**config.mk**
```make
export PLATFORM = sky130hd
export DESIGN_NAME = error_confinement_ctrl
export DESIGN_NICKNAME = d
export VERILOG_FILES = /design/src/rtl/can_err_pkg.sv /design/src/rtl/can_busoff_recovery.sv /design/src/rtl/error_confinement_ctrl.sv
export SDC_FILE = /design/constraint.sdc
export NUM_CORES = 1
export LEC_CHECK = 0
export ABC_AREA = 0
export BUFFER_PORTS_ARGS = -buffer_cell sky130_fd_sc_hd__clkbuf_2
export CAP_MARGIN = 20
export CORE_AREA = 3 3 63 79
export CTS_CLUSTER_DIAMETER = 80
export DETAILED_ROUTE_END_ITERATION = 10
export DIE_AREA = 0 0 66 82
export GPL_TIMING_DRIVEN = 0
export PLACE_DENSITY = 0.77
export REMOVE_ABC_BUFFERS = 1
export SLEW_MARGIN = 20
export SYNTH_ARGS = -nofsm -noshare
export SYNTH_HDL_FRONTEND = slang
export SYNTH_SLANG_ARGS = --single-unit
```
**constraint.sdc**
```tcl
create_clock -name SP -period 2.95 [get_ports SP]
set_input_delay 0.885 -clock SP [delete_from_list [all_inputs] [get_ports SP]]
set_output_delay 0.885 -clock SP [all_outputs]
set_load 0.03 [all_outputs]
```
**src/rtl/can_err_pkg.sv**
```systemverilog
// can_err_pkg: shared FSM states, error-state encodings and fault-confinement limits
package can_err_pkg;

    typedef enum logic [1:0] {
        ST_IDLE   = 2'd0,
        ST_FLAG   = 2'd1,
        ST_DELIM  = 2'd2,
        ST_BUSOFF = 2'd3
    } fsm_state_t;

    localparam logic [1:0] ES_ACTIVE  = 2'b00;
    localparam logic [1:0] ES_PASSIVE = 2'b01;
    localparam logic [1:0] ES_BUSOFF  = 2'b10;

    localparam logic [8:0] TEC_INC     = 9'd8;
    localparam logic [8:0] PASSIVE_LIM = 9'd128;
    localparam logic [8:0] BUSOFF_LIM  = 9'd256;
    localparam logic [8:0] WARN_LIM    = 9'd96;
    localparam logic [7:0] REC_RESTORE = 8'd120;
    localparam logic [3:0] RECOV_BITS  = 4'd11;
    localparam logic [7:0] RECOV_SEQ   = 8'd128;

endpackage

```
**src/rtl/can_busoff_recovery.sv**
```systemverilog
// can_busoff_recovery: counts 128 runs of 11 recessive bits while enabled; done pulses on the final bit
module can_busoff_recovery
    import can_err_pkg::*;
(
    input  logic SP,
    input  logic reset,
    input  logic enable,
    input  logic RX_BIT,
    output logic done
);

    logic [3:0] bits_q, bits_d;
    logic [7:0] seq_q, seq_d;
    logic       last_bit, last_seq;

    assign last_bit = bits_q == RECOV_BITS - 4'd1;
    assign last_seq = seq_q == RECOV_SEQ - 8'd1;
    assign done     = enable && RX_BIT && last_bit && last_seq;

    // a dominant bit restarts the current run but keeps completed sequences
    always_comb begin
        bits_d = (!enable || !RX_BIT || last_bit) ? 4'd0 : bits_q + 4'd1;
        seq_d  = !enable ? 8'd0 : (RX_BIT && last_bit) ? (last_seq ? 8'd0 : seq_q + 8'd1) : seq_q;
    end

    always_ff @(posedge SP) begin
        if (reset) begin
            bits_q <= '0;
            seq_q  <= '0;
        end else begin
            bits_q <= bits_d;
            seq_q  <= seq_d;
        end
    end

endmodule

```
**src/rtl/error_confinement_ctrl.sv**
```systemverilog
// error_confinement_ctrl: CAN-style TEC/REC fault confinement with error flag/delimiter sequencing and bus-off recovery.
// Define ERR_WARNING_EN to add the ERR_WARN output (TEC>=96 or REC>=96).
module error_confinement_ctrl
    import can_err_pkg::*;
#(
    parameter int FLAG_LEN  = 6,
    parameter int DELIM_LEN = 8
)
(
    input  logic       SP,
    input  logic       reset,
    input  logic       STF_E,
    input  logic       EOF_E,
    input  logic       CRC_E,
    input  logic       FRM_E,
    input  logic       TX_MODE,
    input  logic       FRAME_OK,
    input  logic       RX_BIT,
    output logic [8:0] TEC,
    output logic [7:0] REC,
    output logic [1:0] ERR_STATE,
    output logic       FLAG_TX,
    output logic       FLAG_PASSIVE,
`ifdef ERR_WARNING_EN
    output logic       ERR_WARN,
`endif
    output logic       DELIM_TX
);

    localparam int CW = $clog2((FLAG_LEN > DELIM_LEN ? FLAG_LEN : DELIM_LEN) + 1);

    fsm_state_t    state_q, state_d;
    logic [CW-1:0] cnt_q, cnt_d;
    logic [8:0]    tec_q, tec_d, tec_sum;
    logic [7:0]    rec_q, rec_d;
    logic          fpass_q, fpass_d, flag_tx_q, delim_tx_q;
    logic          err_ev, rec_done;
    logic [1:0]    err_state;

    assign err_ev    = !(STF_E && EOF_E && CRC_E && FRM_E);
    assign tec_sum   = tec_q + TEC_INC;
    assign err_state = (tec_q >= BUSOFF_LIM) ? ES_BUSOFF :
                       (tec_q >= PASSIVE_LIM || {1'b0, rec_q} >= PASSIVE_LIM) ? ES_PASSIVE : ES_ACTIVE;

    can_busoff_recovery u_recovery (
        .SP     (SP),
        .reset  (reset),
        .enable (state_q == ST_BUSOFF),
        .RX_BIT (RX_BIT),
        .done   (rec_done)
    );

    always_comb begin
        state_d = state_q;
        cnt_d   = cnt_q;
        tec_d   = tec_q;
        rec_d   = rec_q;
        fpass_d = fpass_q;
        // bus-off pre-empts an in-progress flag or delimiter
        if (state_q != ST_BUSOFF && tec_q >= BUSOFF_LIM) begin
            state_d = ST_BUSOFF;
            cnt_d   = '0;
        end else begin
            case (state_q)
                ST_IDLE: begin
                    if (err_ev) begin
                        state_d = ST_FLAG;
                        cnt_d   = CW'(FLAG_LEN - 1);
                        fpass_d = err_state == ES_PASSIVE;
                        tec_d   = TX_MODE ? ((tec_sum > BUSOFF_LIM) ? BUSOFF_LIM : tec_sum) : tec_q;
                        rec_d   = (!TX_MODE && rec_q != 8'hFF) ? rec_q + 8'd1 : rec_q;
                    end else if (FRAME_OK) begin
                        tec_d = (TX_MODE && tec_q != 9'd0) ? tec_q - 9'd1 : tec_q;
                        rec_d = TX_MODE ? rec_q :
                                ({1'b0, rec_q} >= PASSIVE_LIM) ? REC_RESTORE :
                                (rec_q != 8'd0) ? rec_q - 8'd1 : rec_q;
                    end
                end
                ST_FLAG: begin
                    state_d = (cnt_q == '0) ? ST_DELIM : ST_FLAG;
                    cnt_d   = (cnt_q == '0) ? CW'(DELIM_LEN - 1) : cnt_q - CW'(1);
                end
                ST_DELIM: begin
                    state_d = (cnt_q == '0) ? ST_IDLE : ST_DELIM;
                    cnt_d   = (cnt_q == '0) ? '0 : cnt_q - CW'(1);
                end
                default: begin
                    state_d = rec_done ? ST_IDLE : ST_BUSOFF;
                    tec_d   = rec_done ? 9'd0 : tec_q;
                    rec_d   = rec_done ? 8'd0 : rec_q;
                end
            endcase
        end
    end

    always_ff @(posedge SP) begin
        if (reset) begin
            state_q    <= ST_IDLE;
            cnt_q      <= '0;
            tec_q      <= '0;
            rec_q      <= '0;
            fpass_q    <= 1'b0;
            flag_tx_q  <= 1'b0;
            delim_tx_q <= 1'b0;
        end else begin
            state_q    <= state_d;
            cnt_q      <= cnt_d;
            tec_q      <= tec_d;
            rec_q      <= rec_d;
            fpass_q    <= fpass_d;
            flag_tx_q  <= state_d == ST_FLAG;
            delim_tx_q <= state_d == ST_DELIM;
        end
    end

    assign TEC          = tec_q;
    assign REC          = rec_q;
    assign ERR_STATE    = err_state;
    assign FLAG_TX      = flag_tx_q;
    assign DELIM_TX     = delim_tx_q;
    assign FLAG_PASSIVE = fpass_q;
`ifdef ERR_WARNING_EN
    assign ERR_WARN     = tec_q >= WARN_LIM || {1'b0, rec_q} >= WARN_LIM;
`endif

endmodule

```
==> parameters.txt, run 1 <==
Parameter                              Value

Status
  Status    finished, final reports clean

Timing
  RSZ-0062 raised after global routing    no
  Achievable clock frequency    0.362 GHz
  Worst rel slew slack    49.6%
  Final number of hold-violating endpoints    0
  Worst Hold Slack    0.471 ns
  Fin. max-slew vios    0
  Final critical-path setup slack    0.187 ns
  Period minus WS final    2.76 ns
  Final period util    93.6%
  Worst-margin pin slew    0.753 ns
  Skew final    0.00969 ns
  Number of setup violations in the final report    0

Detailed routing
  Pre-antenna DRT Iters    5
  Via count of the routed design    2,414
  Total Wirelength    5.75 mm
  Total DRC errors in the routed layout    0
  Final antenna-violating net count    0
  Initial DRC count    297
  Per-cell via count in the routed design    6.10
  Detail-routed net length per standard cell    14.5 um

Synthesis
  Average size of a mapped cell    7.78 sq um
  Netlist cell types    53
  #FFs+latches synth    38
  Adder-cell share of the synthesized area    8.17%
  Share of the synthesized area in the top cell type    31.1%
  Compound-Gate Fraction of Synth Area    20.3%
  Portion of netlist area occupied by mux cells    2.15%
  Ys async rst share    0%
  Count of yosys warnings during synthesis    0
  Post-synthesis xor/xnor area fraction    5.01%
  Largest family of logic cells by synthesized area    simple AND/OR/NAND/NOR gates
  Number of cells produced by synthesis    315
  Post-Syn Area    2450 sq um
  Cell taking the most area after synthesis    sky130_fd_sc_hd__dfxtp_1
  Number of flops mapped to enable cells by yosys    0
  Register area share after synthesis    31.1%
  Ranking of synthesized cells by area    sky130_fd_sc_hd__dfxtp_1 31%, sky130_fd_sc_hd__ha_1 8.2%, sky130_fd_sc_hd__nor2_1 5.4%
  Synth Area in Simple Gates    28.3%
  Most used flip-flop cell after synthesis    sky130_fd_sc_hd__dfxtp_1

CTS
  Clock H-tree levels    2
  Number of buffers added to fix hold violations after cts    0
  Number of CTS-inserted buffers    5
  Number of buffers on the longest clock path    2
  Post-CTS repair timing setup buffer count    0
  Clock sinks    38
  Clock Tree Root    sky130_fd_sc_hd__clkbuf_8
  Clock slew at the register clock pins of the worst setup and hold paths    0.08 ns
  Clock tree from TritonCTS    built
  Clock insertion delay at the later pin of the skew report    0.30 ns

GRT
  Maximum number of pins on one net before global-route repair    29
  Number of global-route vias before repair    2,172
  First-pass GRT wire length    9.75 mm
  Combined global-route utilization of all metal layers    22.8%
  Number of antenna violations at the first check in global routing    0
  Grt total ovfl    0

Setup path
  Maximum fanout count along the critical path    17
  Destination of the worst register-to-register timing path    DELIM_TX
  Type of element capturing the critical path    register
  Kind of launch point of the worst setup path    primary input
  Setup slack, reg-to-reg    0.35 ns
  CP Data Arrival Time    2.99 ns
  Cells on worst reg2reg path    7
  Worst flop-to-flop path startpoint    state_q[0]
  Critical path class    primary input to register
  CP Data Required Time    3.18 ns

Worst hold path
  Hold path startpoint    u_recovery.bits_q[0]
  Destination of the worst hold path    u_recovery.bits_q[0]
  Worst hold path stage count    1
  Hold crit path type    register to register

Floorplan
  Floorplan row count    27
  Die X    66 um
  Die Ht    82 um
  Starting density of the core    56.2%
  Full die area    5410 sq um
  Area of the core    4360 sq um
  Count of boundary I/O pins    31

Finish
  Highest-count cells in the layout ignoring fill and taps    38 x sky130_fd_sc_hd__dfxtp_1, 35 x sky130_fd_sc_hd__nor2_1, 32 x sky130_fd_sc_hd__nand2_1
  Fraction of final layout cells sized beyond drive strength 1    13.3%
  Count of antenna diodes in the layout    0
  Leading cell type in the layout, fill and taps excluded    sky130_fd_sc_hd__dfxtp_1
  # nets final    362
  P&R area growth vs syn    11.4%

Placement
  Final weighted congestion in routability-driven placement    0.853
  Count of buffers inserted at the top-level ports    30
  Minimum setup slack after placement    -0.519 ns
  Post-DP HPWL    3.76 mm

Flow run
  # Max-Cap Violations    0

Power and ir drop
  Static leakage    1.08 nW
  VDD IR max    0.363 mV
  Power density cells    768 nW/um^2
==> area by class of cell <==
class / instances / area [sq um]
repair buffers: 30 / 150
well taps: 58 / 72.6
clock buffers: 5 / 68.8
flip-flops and latches: 38 / 761
inverters: 13 / 48.8
multi-input cells: 249 / 1590
clock inverters: 3 / 40.0
fillers: 382 / 1630
==> repair_timing <==
action	in CTS	in global routing
pin swaps	1	0
endpoints found under the setup margin	9	5
resized for setup	0	2
cloned	1	0
==> how the worst max path moves through the flow <==
| stage | start | end | depth (start not counted) |
|---|---|---|---|
| 6_report | FRM_E | TEC[2] | 7 |
| 5_1_grt | state_q[1] | DELIM_TX | 7 |
| 4_1_cts | FRM_E | TEC[2] | 7 |
| 3_5_place_dp | FRM_E | TEC[4] | 7 |
| 3_3_place_gp | FRM_E | TEC[4] | 7 |
| 2_1_floorplan | FRM_E | TEC[4] | 6 |
==> cells by family after synthesis <==
family / after synthesis
XOR/XNOR: 14
flip-flops: 38
AO/OA/AOI/OAI: 79
buffers and inverters: 29
AND/OR/NAND/NOR: 134
multiplexers: 5
adder cells (fa/ha/maj): 16
==> registers in the layout, summed over array words and instances (netlist names) <==
signal	cells
FLAG_TX	1
FLAG_PASSIVE	1
cnt_q	4
TEC	9
DELIM_TX	1
REC	8
u_recovery.bits_q	4
u_recovery.seq_q	8
state_q	2
==> critical path: stages <==
cell and delay [ns]:
sky130_fd_sc_hd__clkbuf_2 0.10, sky130_fd_sc_hd__and4_1 0.43, sky130_fd_sc_hd__a311oi_2 0.43, sky130_fd_sc_hd__o2111a_2 0.35, sky130_fd_sc_hd__a21oi_4 0.10, sky130_fd_sc_hd__or4b_1 0.53, sky130_fd_sc_hd__a31oi_1 0.16
==> Yosys cell counts, drive strengths merged, types with 4 or more instances <==
library cell	number
nand3	17
o21ai	22
nor4	4
nor3	11
and3	5
a21oi	25
nand4	5
inv	13
nand2	32
o31ai	4
dfxtp	38
nor2	35
nand3b	5
or3	5
buf	4
xnor2	6
clkbuf	12
ha	16
xor2	8
==> metrics by stage <==
| step | util [%] | instance area, sq um | total power, mW | setup TNS [ns] | instances |
|---|---|---|---|---|---|
| finish | 62.6 | 2730 | 2.09 | 0 | 396 |
| global route | 62.6 | 2730 | 2.26 | 0 | 396 |
| CTS | 62.3 | 2720 | 2.07 | 0 | 396 |
| detailed placement | 59.7 | 2600 | 1.62 | -4.83 | 387 |
| global placement | 59.7 | 2600 | 1.60 | -4.76 | 387 |
| floorplan | - | 2380 | 1.38 | 0 | 299 |
==> where the power goes <==
part	total (mW)	internal, mW	leakage, nW	switching [mW]
logic	0.960	0.336	0.709	0.624
registers	0.681	0.581	0.308	0.0999
clock network	0.454	0.249	0.0579	0.204
==> layer usage <==
metal  GRT usage [%]  wire, um  up-vias
li1                -         -     1185
met1            26.5      2460     1128
met2            41.0      2850       94
met3            4.65       355        7
met4            8.54        87        0
met5               0         0        -
Power figures use the tool's default switching activity.
==> run 2, diff against run 1 <==
--- a/config.mk
+++ b/config.mk
@@ -8,12 +8,12 @@
 export ABC_AREA = 0
 export BUFFER_PORTS_ARGS = -buffer_cell sky130_fd_sc_hd__clkbuf_2
 export CAP_MARGIN = 20
-export CORE_AREA = 3 3 63 79
+export CORE_AREA = 3 3 61 77
 export CTS_CLUSTER_DIAMETER = 80
 export DETAILED_ROUTE_END_ITERATION = 10
-export DIE_AREA = 0 0 66 82
+export DIE_AREA = 0 0 64 80
 export GPL_TIMING_DRIVEN = 0
-export PLACE_DENSITY = 0.77
+export PLACE_DENSITY = 0.82
 export REMOVE_ABC_BUFFERS = 1
 export SLEW_MARGIN = 20
 export SYNTH_ARGS = -nofsm -noshare
==> constraint.sdc (replaced) <==
create_clock -name SP -period 3.2 [get_ports SP]
set_input_delay 0.96 -clock SP [delete_from_list [all_inputs] [get_ports SP]]
set_output_delay 0.96 -clock SP [all_outputs]
set_load 0.03 [all_outputs]
==> parameters.txt, run 2 (same netlist as run 1, synthesis figures left out) <==
Parameter                              Value

Placement
  Minimum setup slack after placement    -0.359 ns
  Final weighted congestion in routability-driven placement    0.897
  Post-DP HPWL    3.84 mm
  Count of buffers inserted at the top-level ports    30
  Inst Count DP    385

CTS
  Number of buffers added to fix hold violations after cts    0
  Clock sinks    38
  Clock Tree Root    sky130_fd_sc_hd__clkbuf_8
  Post-CTS repair timing setup buffer count    0
  Clock tree from TritonCTS    built
  Number of CTS-inserted buffers    5
  Clock insertion delay at the later pin of the skew report    0.30 ns
  Number of buffers on the longest clock path    2
  Clock H-tree levels    2
  Clock slew at the register clock pins of the worst setup and hold paths    0.08 ns

Finish
  Total of fill cells in the finished design    343
  Count of antenna diodes in the layout    0
  # nets final    362
  Highest-count cells in the layout ignoring fill and taps    38 x sky130_fd_sc_hd__dfxtp_1, 35 x sky130_fd_sc_hd__nor2_1, 32 x sky130_fd_sc_hd__nand2_1
  Number of flip-flops in the largest register    9
  P&R area growth vs syn    10.3%
  Cell Count, Final, Fillers Out    394
  Fraction of final layout cells sized beyond drive strength 1    12.7%
  Leading cell type in the layout, fill and taps excluded    sky130_fd_sc_hd__dfxtp_1

Timing
  Final number of hold-violating endpoints    0
  Worst rel slew slack    50.3%
  Fin. max-slew vios    0
  Achievable clock frequency    0.342 GHz
  Worst-margin pin slew    0.742 ns
  Final period util    91.3%
  Period minus WS final    2.92 ns
  Number of setup violations in the final report    0
  Skew final    0.0124 ns
  Worst Hold Slack    0.453 ns
  Sum of negative setup slack    0 ns
  Final critical-path setup slack    0.279 ns
  RSZ-0062 raised after global routing    no

Setup path
  Cells along the critical path    clkbuf_2 -> and4_1 -> a311oi_1 -> o2111a_2 -> a21oi_4 -> or4b_1 -> a31oi_1
  Number of buffer and inverter instances along the worst setup path    1
  Kind of launch point of the worst setup path    primary input
  Critical path class    primary input to register
  CP Data Arrival Time    3.14 ns
  Slowest cell delay on critical path    0.54 ns
  CP Data Required Time    3.42 ns
  Type of element capturing the critical path    register
  Slowest cell on crit path    sky130_fd_sc_hd__or4b_1
  Maximum fanout count along the critical path    17
  Critical path's top delay family    compound AO/OA/AOI/OAI gates

GRT
  First-pass GRT wire length    9.53 mm
  Maximum number of pins on one net before global-route repair    29
  Grt total ovfl    0
  Number of antenna violations at the first check in global routing    0
  Number of global-route vias before repair    2,114
  Combined global-route utilization of all metal layers    23.0%

Floorplan
  Starting density of the core    60.2%
  Full die area    5120 sq um
  Floorplan row count    26
  Die Ht    80 um
  Area of the core    4070 sq um
  Die X    64 um
  Count of boundary I/O pins    31

Flow run
  # Max-Cap Violations    0

Detailed routing
  Per-cell via count in the routed design    6.04
  Total Wirelength    5.77 mm
  Via count of the routed design    2,380
  Pre-antenna DRT Iters    5
  Initial DRC count    279
  Final antenna-violating net count    0
  Total DRC errors in the routed layout    0
  Detail-routed net length per standard cell    14.6 um

Worst hold path
  Hold crit path type    register to register

Power and ir drop
  Static leakage    1.06 nW
  Sum of internal, switching and leakage power    1.86 mW
  VDD IR max    0.376 mV
  Power density cells    689 nW/um^2

Status
  Status    finished, final reports clean
==> run 2: area by class of cell <==
class	instances	area, sq um	share of cell area [%]
sequential	38	761	28.1
clock buffer	7	86.3	3.19
clock inverter	1	5.00	0.185
multi-input combinational	249	1580	58.5
inverter	13	48.8	1.81
tap	56	70.1	2.59
timing repair buffer	30	150	5.56
==> run 2: worst reg2reg max path, stage by stage, from the launching register on <==
cell                       delay (ns)
sky130_fd_sc_hd__dfxtp_1         0.41
sky130_fd_sc_hd__inv_1           0.09
sky130_fd_sc_hd__ha_1            0.43
sky130_fd_sc_hd__a311oi_1        0.45
sky130_fd_sc_hd__o2111a_2        0.36
sky130_fd_sc_hd__a21oi_4         0.10
sky130_fd_sc_hd__or4b_1          0.54
sky130_fd_sc_hd__a31oi_1         0.17
==> run 2: power by group <==
part | switching [mW] | internal [mW] | leakage [nW]
logic | 0.576 | 0.305 | 0.708
registers | 0.0932 | 0.536 | 0.308
clock network | 0.177 | 0.174 | 0.0482
==> run 2: path summary, 6_finish.rpt <==
check / to / slack [ns] / startpoint / cells after the start
worst min-delay path: cnt_q[3] / 0.45 / cnt_q[3] / 2
worst max-delay path: TEC[2] / 0.28 / FRM_E / 7
worst max register to register: TEC[2] / 0.58 / state_q[1] / 7
worst min register to register: cnt_q[3] / 0.45 / cnt_q[3] / 2
==> run 2: repair_timing <==
item | 4_1_cts | 5_1_grt
setup endpoints to repair | 3 | 1
gates resized for setup | 0 | 1
gates cloned | 1 | 0
pin swaps | 1 | 0
==> run 2: layer usage <==
| layer | part of all wire [%] | vias to the layer above | GRT usage [%] |
|---|---|---|---|
| met3 | 5.3 | 10 | 4.37 |
| met2 | 50 | 77 | 40.6 |
| met1 | 44 | 1107 | 28.1 |
| met5 | 0 | - | 0 |
| met4 | 1.1 | 0 | 6.48 |
| li1 | - | 1186 | - |
==> run 2: through the flow <==
step / cell area, sq um / utilization [%]
2_1_floorplan: 2380 / -
3_3_place_gp: 2600 / 63.9
3_5_place_dp: 2600 / 63.9
4_1_cts: 2700 / 66.3
5_1_grt: 2700 / 66.5
6_report: 2700 / 66.5
